`config.mk`:
```
export PLATFORM = sky130hd
export DESIGN_NAME = matrix_reader
export DESIGN_NICKNAME = d
export VERILOG_FILES = /design/src/rtl/matrix_storage_pkg.sv /design/src/rtl/reader_skid_fifo.sv /design/src/rtl/matrix_reader.sv
export SDC_FILE = /design/constraint.sdc
export NUM_CORES = 1
export LEC_CHECK = 0
export ABC_AREA = 1
export CORE_ASPECT_RATIO = 0.8
export CORE_MARGIN = 3
export CORE_UTILIZATION = 59
export CTS_BUF_LIST = sky130_fd_sc_hd__clkbuf_16
export DETAILED_ROUTE_END_ITERATION = 10
export PLACE_DENSITY = 0.94
export SLEW_MARGIN = 15
export SYNTH_ARGS = -nofsm -noshare
export SYNTH_HDL_FRONTEND = slang
export SYNTH_SLANG_ARGS = --single-unit
```
`constraint.sdc`:
```
create_clock -name clk -period 19.8 [get_ports clk]
set_clock_uncertainty 0.1 [all_clocks]
set_input_delay 3.96 -clock clk [delete_from_list [all_inputs] [get_ports clk]]
set_output_delay 3.96 -clock clk [all_outputs]
set_load 0.02 [all_outputs]
```
`src/rtl/matrix_storage_pkg.sv`:
```
// Shared definitions for the matrix storage slot layout and the reader FSM.
// The header layout is shared with matrix_writer, so both blocks must agree on it.
package matrix_storage_pkg;

    // Number of header words at the start of every slot
    localparam int HEADER_WORDS = 3;

    // Word offsets of the header fields inside a slot
    localparam int HDR_DIM_OFFSET     = 0;
    localparam int HDR_NAME_LO_OFFSET = 1;
    localparam int HDR_NAME_HI_OFFSET = 2;

    // Bit positions of the dimensions inside the dimension word
    localparam int ROWS_MSB = 15;
    localparam int ROWS_LSB = 8;
    localparam int COLS_MSB = 7;
    localparam int COLS_LSB = 0;

    typedef enum logic [2:0] {
        ST_IDLE,
        ST_HDR,
        ST_CHECK,
        ST_STREAM,
        ST_DONE
    } reader_state_t;

    // Element count of a matrix; 8x8-bit operands always fit in 16 bits
    function automatic logic [15:0] header_total(input logic [7:0] rows, input logic [7:0] cols);
        return {8'b0, rows} * {8'b0, cols};
    endfunction

endpackage

```
`src/rtl/reader_skid_fifo.sv`:
```
// Two-entry FIFO holding element words plus their last flag.
// Absorbs BRAM reads that are already in flight when downstream stalls.
module reader_skid_fifo #(
    parameter int WIDTH = 33
) (
    input  logic             clk,
    input  logic             rst,
    input  logic             push,
    input  logic [WIDTH-1:0] push_data,
    input  logic             pop,
    output logic [WIDTH-1:0] head_data,
    output logic [1:0]       count
);

    logic [1:0][WIDTH-1:0] mem_q, mem_d;
    logic                  wr_ptr_q, wr_ptr_d;
    logic                  rd_ptr_q, rd_ptr_d;
    logic [1:0]            count_q, count_d;

    // Pointer, storage and occupancy updates for push and pop
    always_comb begin
        mem_d    = mem_q;
        wr_ptr_d = wr_ptr_q;
        rd_ptr_d = rd_ptr_q;
        if (push) begin
            mem_d[wr_ptr_q] = push_data;
            wr_ptr_d        = ~wr_ptr_q;
        end
        if (pop) begin
            rd_ptr_d = ~rd_ptr_q;
        end
        count_d = count_q + {1'b0, push} - {1'b0, pop};
    end

    // FIFO state registers; reset empties the FIFO and zeroes its storage
    always_ff @(posedge clk or posedge rst) begin
        if (rst) begin
            mem_q    <= '0;
            wr_ptr_q <= 1'b0;
            rd_ptr_q <= 1'b0;
            count_q  <= 2'd0;
        end else begin
            mem_q    <= mem_d;
            wr_ptr_q <= wr_ptr_d;
            rd_ptr_q <= rd_ptr_d;
            count_q  <= count_d;
        end
    end

    assign head_data = mem_q[rd_ptr_q];
    assign count     = count_q;

endmodule

```
`src/rtl/matrix_reader.sv`:
```
// Streams one stored matrix out of the storage BRAM: reads the 3-word header,
// validates the dimensions, then delivers the row-major payload on a
// valid/ready stream with a last marker.
module matrix_reader
    import matrix_storage_pkg::*;
#(
    parameter int BLOCK_SIZE = 1152,
    parameter int DATA_WIDTH = 32,
    parameter int ADDR_WIDTH = 14
) (
    input  logic                  clk,
    input  logic                  rst,
    input  logic                  read_request,
    input  logic [2:0]            matrix_id,
    output logic                  read_ready,
    output logic [ADDR_WIDTH-1:0] read_addr,
    input  logic [DATA_WIDTH-1:0] bram_dout,
    output logic [7:0]            actual_rows,
    output logic [7:0]            actual_cols,
    output logic [0:7][7:0]       matrix_name,
    output logic                  meta_valid,
    output logic [DATA_WIDTH-1:0] data_out,
    output logic                  data_valid,
    input  logic                  data_ready,
    output logic                  data_last,
    output logic                  read_done,
    output logic                  error
);

    localparam logic [15:0] MAX_ELEMS = 16'(BLOCK_SIZE - HEADER_WORDS);

    reader_state_t         state_q, state_d;
    logic [ADDR_WIDTH-1:0] base_q, base_d;
    logic [1:0]            hdr_cnt_q, hdr_cnt_d;
    logic [15:0]           issue_idx_q, issue_idx_d;
    logic                  inflight_q, inflight_d;
    logic                  inflight_last_q, inflight_last_d;
    logic [7:0]            rows_q, rows_d;
    logic [7:0]            cols_q, cols_d;
    logic [0:7][7:0]       name_q, name_d;
    logic                  meta_valid_q, meta_valid_d;
    logic                  error_q, error_d;

    logic [15:0]           total;
    logic [15:0]           last_idx;
    logic [15:0]           elem_idx;
    logic                  total_ok;
    logic [1:0]            fifo_count;
    logic                  fifo_empty;
    logic                  pop;
    logic [2:0]            occupancy;
    logic                  issue;
    logic [ADDR_WIDTH-1:0] elem_addr;
    logic [ADDR_WIDTH-1:0] hdr_offset;
    logic [DATA_WIDTH:0]   head_word;
    logic                  head_last;

    // Header validation, FIFO credit accounting and element address generation
    always_comb begin
        total      = header_total(rows_q, cols_q);
        last_idx   = total - 16'd1;
        total_ok   = (total != 16'd0) && (total <= MAX_ELEMS);
        fifo_empty = (fifo_count == 2'd0);
        pop        = !fifo_empty && data_ready;
        occupancy  = {1'b0, fifo_count} + {2'b0, inflight_q} - {2'b0, pop};
        // The first element is issued from CHECK so the payload follows the header without a gap
        issue      = ((state_q == ST_CHECK) && total_ok) ||
                     ((state_q == ST_STREAM) && (issue_idx_q < total) && (occupancy < 3'd2));
        // Once everything is issued the address parks on the final element instead of running past it
        elem_idx   = (issue_idx_q < total) ? issue_idx_q : last_idx;
        elem_addr  = base_q + ADDR_WIDTH'(HEADER_WORDS) + ADDR_WIDTH'(elem_idx);
        hdr_offset = (hdr_cnt_q == 2'(HEADER_WORDS)) ? ADDR_WIDTH'(HEADER_WORDS - 1)
                                                     : ADDR_WIDTH'(hdr_cnt_q);
    end

    // Next-state logic, header capture and read address selection
    always_comb begin
        state_d         = state_q;
        base_d          = base_q;
        hdr_cnt_d       = hdr_cnt_q;
        issue_idx_d     = issue ? issue_idx_q + 16'd1 : issue_idx_q;
        inflight_d      = issue;
        inflight_last_d = issue && (issue_idx_q == last_idx);
        rows_d          = rows_q;
        cols_d          = cols_q;
        name_d          = name_q;
        meta_valid_d    = meta_valid_q;
        error_d         = 1'b0;
        read_addr       = '0;

        case (state_q)
            ST_IDLE: begin
                if (read_request) begin
                    base_d       = ADDR_WIDTH'(matrix_id) * ADDR_WIDTH'(BLOCK_SIZE);
                    hdr_cnt_d    = 2'd0;
                    issue_idx_d  = 16'd0;
                    meta_valid_d = 1'b0;
                    state_d      = ST_HDR;
                end
            end
            ST_HDR: begin
                read_addr = base_q + hdr_offset;
                hdr_cnt_d = hdr_cnt_q + 2'd1;
                if (hdr_cnt_q == 2'(HDR_DIM_OFFSET + 1)) begin
                    rows_d = bram_dout[ROWS_MSB:ROWS_LSB];
                    cols_d = bram_dout[COLS_MSB:COLS_LSB];
                end
                if (hdr_cnt_q == 2'(HDR_NAME_LO_OFFSET + 1)) begin
                    name_d[0:3] = bram_dout[31:0];
                end
                if (hdr_cnt_q == 2'(HDR_NAME_HI_OFFSET + 1)) begin
                    name_d[4:7] = bram_dout[31:0];
                    state_d     = ST_CHECK;
                end
            end
            ST_CHECK: begin
                meta_valid_d = 1'b1;
                if (total_ok) begin
                    read_addr = elem_addr;
                    state_d   = ST_STREAM;
                end else begin
                    error_d = 1'b1;
                    state_d = ST_IDLE;
                end
            end
            ST_STREAM: begin
                read_addr = elem_addr;
                if (pop && head_last) begin
                    state_d = ST_DONE;
                end
            end
            ST_DONE: begin
                state_d = ST_IDLE;
            end
            default: begin
                state_d = ST_IDLE;
            end
        endcase
    end

    // Control and header registers; reset aborts any transfer in progress
    always_ff @(posedge clk or posedge rst) begin
        if (rst) begin
            state_q         <= ST_IDLE;
            base_q          <= '0;
            hdr_cnt_q       <= 2'd0;
            issue_idx_q     <= 16'd0;
            inflight_q      <= 1'b0;
            inflight_last_q <= 1'b0;
            rows_q          <= 8'd0;
            cols_q          <= 8'd0;
            name_q          <= '0;
            meta_valid_q    <= 1'b0;
            error_q         <= 1'b0;
        end else begin
            state_q         <= state_d;
            base_q          <= base_d;
            hdr_cnt_q       <= hdr_cnt_d;
            issue_idx_q     <= issue_idx_d;
            inflight_q      <= inflight_d;
            inflight_last_q <= inflight_last_d;
            rows_q          <= rows_d;
            cols_q          <= cols_d;
            name_q          <= name_d;
            meta_valid_q    <= meta_valid_d;
            error_q         <= error_d;
        end
    end

    reader_skid_fifo #(
        .WIDTH (DATA_WIDTH + 1)
    ) u_fifo (
        .clk       (clk),
        .rst       (rst),
        .push      (inflight_q),
        .push_data ({inflight_last_q, bram_dout}),
        .pop       (pop),
        .head_data (head_word),
        .count     (fifo_count)
    );

    assign head_last   = head_word[DATA_WIDTH];
    assign data_out    = head_word[DATA_WIDTH-1:0];
    assign data_valid  = !fifo_empty;
    assign data_last   = !fifo_empty && head_last;
    assign read_ready  = (state_q == ST_IDLE);
    assign read_done   = (state_q == ST_DONE);
    assign actual_rows = rows_q;
    assign actual_cols = cols_q;
    assign matrix_name = name_q;
    assign meta_valid  = meta_valid_q;
    assign error       = error_q;

endmodule

```
# Yosys cells after proc, flatten, opt, wreduce, memory -nomap -nowiden
# Cells that the tools add are included.
# Widths: inputs -> output; s select.
[op_classes]
n_addsub = 10
mul = 2
n_lt_le_gt_ge = 6
n_eq_ne = 11
mux = 23
n_bitwise = 2
n_reduce_logical = 23
[ops]
columns = ["op", "count"]
rows = [
  ["$mux 33", 3],
  ["$bwmux 66", 1],
  ["$mux 16", 3],
  ["$pmux 14 s3", 1],
  ["$demux 33 s1", 1],
  ["$mux 14", 2],
  ["$add 16x1->16 const B", 1],
  ["$eq 16x16->1", 1],
  ["$le 16x11->1 const B", 1],
  ["$lt 16x16->1", 1],
  ["$mul 8x8->16", 1],
  ["$reduce_bool 16->1", 1],
  ["$sub 16x1->16 const B", 1],
  ["$add 14x14->14", 1],
  ["$add 14x2->14", 1],
  ["$add 14x2->14 const B", 1],
  ["$pmux 3 s4", 1],
  ["$reduce_and 2->1", 6],
  ["$logic_and 1x1->1", 9],
  ["$mux 3", 3],
  ["$mul 3x4->7 const B", 1],
  ["$eq 3x2->1 const B", 2],
  ["$mux 2", 3],
  ["$eq 2x2->1 const B", 2],
  ["23 further kinds", 29],
]
[word_totals]
ff_bits = 182
in_bits = 39
output_inout_bits = 132
word_cells = 100

# Logic depth before layout (Yosys ltp)
[depth]
depth_word = 10
depth_mapped = 38
mapped_depth_nobuf = 37

# Modules after synthesis
# A second synthesis with hierarchy kept.
[hier_totals]
cells_unflattened = 1513
area_unflattened_um2 = 11912.7
[by_module_without_submodules]
columns = ["module", "n_inst", "cells_per_inst", "area_per_inst_um2", "seq_area_each_um2"]
rows = [
  ["matrix_reader", 1, 1139, 8613.3, 2702.6],
  ["reader_skid_fifo", 1, 374, 3299.4, 1751.7],
]

# Worst setup path before layout
# No wires, ideal clock.
[synth_timing]
kind = "register to output"
from = "register cols_q[7], in the netlist actual_cols[7]"
to = "output read_addr[13]"
arrival_time_ps = 6713
required_time_ps = 15740
setup_slack_ps = 9027
stages_incl_launch_ff = 33
n_path_buf = 2
cell_sequence = "dfrtp_1 clkbuf_1 nand2_1 fa_1 fa_1 fa_1 fa_1 inv_1 ha_1 nand2_1 inv_1 nand2_1 nand2_1 a21oi_2 nor2_1 nor2_2 xor2_2 ha_1 nand2_1 nor2_1 a211oi_1 nand2_1 nand3_4 nand2_4 clkbuf_1 nand2_1 o21ai_0 ha_1 a21oi_1 nor3_1 a2111oi_0 a21oi_1 nor2_1"
[synth_between]
elab_chain_len = 6
elab_cells_between_ends = 10
cone_classes = "add/sub: 2; mul: 1; order compare: 2; mux: 3; reduce/logical: 2"
[synth_rtl]
columns = ["item", "line_no", "rtl"]
rows = [
  ["from (decl)", "matrix_reader.sv:39", "logic [7:0] cols_q, cols_d;"],
  ["from (signal assigned)", "matrix_reader.sv:163", "cols_q <= cols_d;"],
  ["$mul 8x8->16 *", "matrix_storage_pkg.sv:29", "return {8'b0, rows} * {8'b0, cols};"],
  ["$sub 16x1->16 or $lt 16x16->1 (tied branches)", "matrix_reader.sv:61, matrix_reader.sv:70", ""],
  ["$mux 14", "matrix_reader.sv:70", "elem_idx = (issue_idx_q < total) ? issue_idx_q : last_idx;"],
  ["$add 14x14->14", "matrix_reader.sv:71", "elem_addr = base_q + ADDR_WIDTH'(HEADER_WORDS) + ADDR_WIDTH'(elem_idx);"],
  ["$mux 14", "matrix_reader.sv:118", "if (total_ok) begin"],
  ["$pmux 14 s3 *", "matrix_reader.sv:91", "case (state_q)"],
  ["to (decl)", "matrix_reader.sv:16", "output logic [ADDR_WIDTH-1:0] read_addr,"],
]
# Every way passes the cells marked *; elsewhere a longest branch is shown, timed or not.

# Final worst setup path
[layout_timing]
from = "register rows_q[1], in the netlist actual_rows[1]"
to = "output read_addr[12]"
[layout_between]
elab_chain_len = 6
elab_cells_between_ends = 10
cone_classes = "add/sub: 2; mul: 1; order compare: 2; mux: 3; reduce/logical: 2"
[layout_rtl]
columns = ["item", "line_no", "rtl"]
rows = [
  ["from (decl)", "matrix_reader.sv:38", "logic [7:0] rows_q, rows_d;"],
  ["from (signal assigned)", "matrix_reader.sv:162", "rows_q <= rows_d;"],
  ["$mul 8x8->16 *", "matrix_storage_pkg.sv:29", ""],
  ["$sub 16x1->16 or $lt 16x16->1 (tied branches)", "matrix_reader.sv:61, matrix_reader.sv:70", ""],
  ["$mux 14", "matrix_reader.sv:70", ""],
  ["$add 14x14->14", "matrix_reader.sv:71", ""],
  ["$mux 14", "matrix_reader.sv:118", ""],
  ["$pmux 14 s3 *", "matrix_reader.sv:91", ""],
]
# Marks and branches as above.

==> flow_metrics.tcl <==
set metrics [dict create \
    start_kind "flop" \
    post_drt_wl_per_cell_um 16.43 \
    via_per_inst 5.552 \
    grt_overflow 0 \
    drc 0 \
    post-route-period-util 0.6045 \
    dr.first_iter.drc_count 1125 \
    grt_pass1_wl_um 50290 \
    hold_path.class "reg2reg" \
    max-clock-path-buffers 2 \
    synth_simple_gate_area_share 0.2327 \
    dieHeight_um 128.9 \
    grt_max_degree 102 \
    drive_above_1_share 0.04695 \
    rows 44 \
    cts_resized 0 \
    critPathRequiredTime_ns 15.74 \
    fin_setup_tns_ns 0 \
    worst_pin_slew_ns 1.170 \
    final_hold_viol_count 0 \
    wl_um 30060 \
    grt_util_all_layers 0.3022 \
    maxSlewHeadroom 0.2174 \
    highest_layer "met4" \
    nets 1705 \
    cts_tree "built" \
    synth_seq_area_share 0.3996 \
    dieArea_mm2 0.02059 \
    wl_met1_um 12880 \
    end_kind "output port" \
    postLayoutCellArea_mm2 0.01358 \
    cts.sinks 178 \
    slowest_stage "clkdlybuf4s50_1" \
    yosys.area.top_type "dfrtp_1" \
    synth.top_cells.by_count "nand2_1 (468), inv_1 (197), dfrtp_1 (178), o21ai_0 (170), ha_1 (66)" \
    synth_xor_area_frac 0.02873 \
    ys_ff_latch 178 \
    hold_slack_ns 0.3845 \
    grt_pass1_vias 10046 \
    synth.area.top_cells "dfrtp_1 (40%), nand2_1 (16%), o21ai_0 (7.6%)" \
    slowest_delay_ns 0.60 \
    portBuffers 170 \
    gp_congestion 1.021 \
    syn_to_final_growth_pct 21.85 \
    n_antenna_cell 0 \
    grt_setup_unrepaired "false" \
    yosysWarningCount 0 \
    status "finished, final reports clean" \
    cts_setup_buffers 0 \
    placed_cell_area_mm2 0.01296 \
    cp.arrival_ns 7.91 \
    cpMostUsedCell "nand2_1" \
    critical_path_class "reg2out" \
    setup_ws_ns 7.831 \
    core_mm2 0.01833 \
    muxShareOfSynthArea 0.0008980 \
    synth_cell_types 43 \
    synth_compound_area_frac 0.1080 \
    min_period_ns 11.97 \
    synth_edf_count 0 \
    wl_met3_um 3010 \
    clock.fmax_mhz 83.55 \
    place_ws_ns 8.385 \
    finalSetupViolCount 0 \
    cts_inserted_buffers 17 \
    ctsHoldBuffers 0 \
    synth_top_family_by_area "simple AND/OR/NAND/NOR gates" \
    syn-num-nets 1571 \
    ant_nets 0 \
    ios 171 \
    syn_area_mm2 0.01115 \
    wl_met2_um 13480 \
    slew_viol_final 0 \
    drv_cap 0 \
    antenna_found_initial 0 \
    synthArstFlopShare 1.000 \
    synth_fa_ha_area_frac 0.1405 \
    htreeDepth 4 \
    cp_max_fo 18 \
    dpl.hpwl_um 21710 \
    synth_cells 1429 \
    synth_flop_cell "dfrtp_1" \
    avgSynthCellArea_um2 7.801 \
    drt_pass1_iterations 6 \
    yosysTopAreaCellShare 0.3996 \
    die_w_um 159.7 \
    synth_most_common_cell "nand2_1" \
    clk_latency_ns 0.43 \
    cts.root.buffer_cell "clkbuf_16" \
    num_vias 10154 \
    initial_core_util 0.6080 \
    path_clk_slew_ns 0.07 \
]
==> logic make-up (layout without fill, tap and decap cells) <==
kind of cell	count (synthesis)	in the layout
simple gates	626	626
buf+inv	261	408
compound gates	226	226
flops	178	178
fa+ha+maj	103	103
xor+xnor	34	34
mux	1	1
==> per-layer routing <==
metal | vias up | track usage
li1 | 4755 | -
met1 | 4853 | 0.4245
met2 | 493 | 0.4695
met3 | 53 | 0.07467
met4 | 0 | 0.09470
met5 | - | 0
==> registers in the layout (all words and copies together), names as in the netlist, 2 cells and up <==
| name | flops |
|---|---|
| u_fifo.mem_q | 66 |
| actual_cols | 8 |
| actual_rows | 8 |
| hdr_cnt_q | 2 |
| base_q | 3 |
| state_q | 3 |
| u_fifo.count | 2 |
| issue_idx_q | 16 |
| matrix_name | 64 |
==> critical path, delay by kind of cell (launching register included) <==
family / cells / cell delay, ns
buffers and inverters: 5 / 0.87
adder cells (fa/ha/maj): 7 / 3.07
XOR/XNOR: 1 / 0.29
AO/OA/AOI/OAI: 6 / 1.15
flip-flops: 1 / 0.55
AND/OR/NAND/NOR: 17 / 1.55
==> through the flow <==
step                      std cells    util
after global placement         1797  0.7071
after detailed placement       1797  0.7071
after floorplan                1429       -
after global routing           1829  0.7409
final                          1829  0.7409
after CTS                      1829  0.7409
==> cells in the final DEF (no fill, tap or decap), types with 6 or more instances in the layout <==
master	netlist	final
nand2_1	468	465
inv_1	197	196
dfrtp_1	178	178
o21ai_0	170	170
clkdlybuf4s50_1	0	170
ha_1	66	66
nor2_1	54	54
nand3_1	47	47
fa_1	37	37
a21oi_1	30	30
xor2_1	26	26
clkbuf_16	0	17
nor3_1	16	16
nand2_2	9	12
nand4_1	7	7
inv_8	0	7
nor2_2	6	6
==> area by class of cell <==
class | count | area [um2]
multi-input combinational | 990 | 5702
fill | 1302 | 4750
sequential | 178 | 4454
timing repair buffer | 173 | 1724
inverter | 203 | 767.0
clock buffer | 17 | 425.4
tap | 253 | 316.6
clock inverter | 15 | 193.9
==> path summary, 6_finish.rpt <==
check,to,slack [ns],cells after the start,start
setup / recovery,read_addr[12],7.83,36,actual_rows[1]$_DFFE_PP0P_
hold / removal,matrix_name[33]$_DFFE_PP0P_,0.38,2,matrix_name[33]$_DFFE_PP0P_
setup reg to reg,issue_idx_q[4]$_DFF_PP0_,13.07,30,actual_rows[1]$_DFFE_PP0P_
hold reg to reg,matrix_name[33]$_DFFE_PP0P_,0.38,2,matrix_name[33]$_DFFE_PP0P_
max in group asynchronous,matrix_name[46]$_DFFE_PP0P_,14.10,3,rst
min in group asynchronous,matrix_name[35]$_DFFE_PP0P_,3.97,2,rst
Power is not shown: default switching activity piles up to over one toggle a cycle in this logic, so the estimate is an artifact.
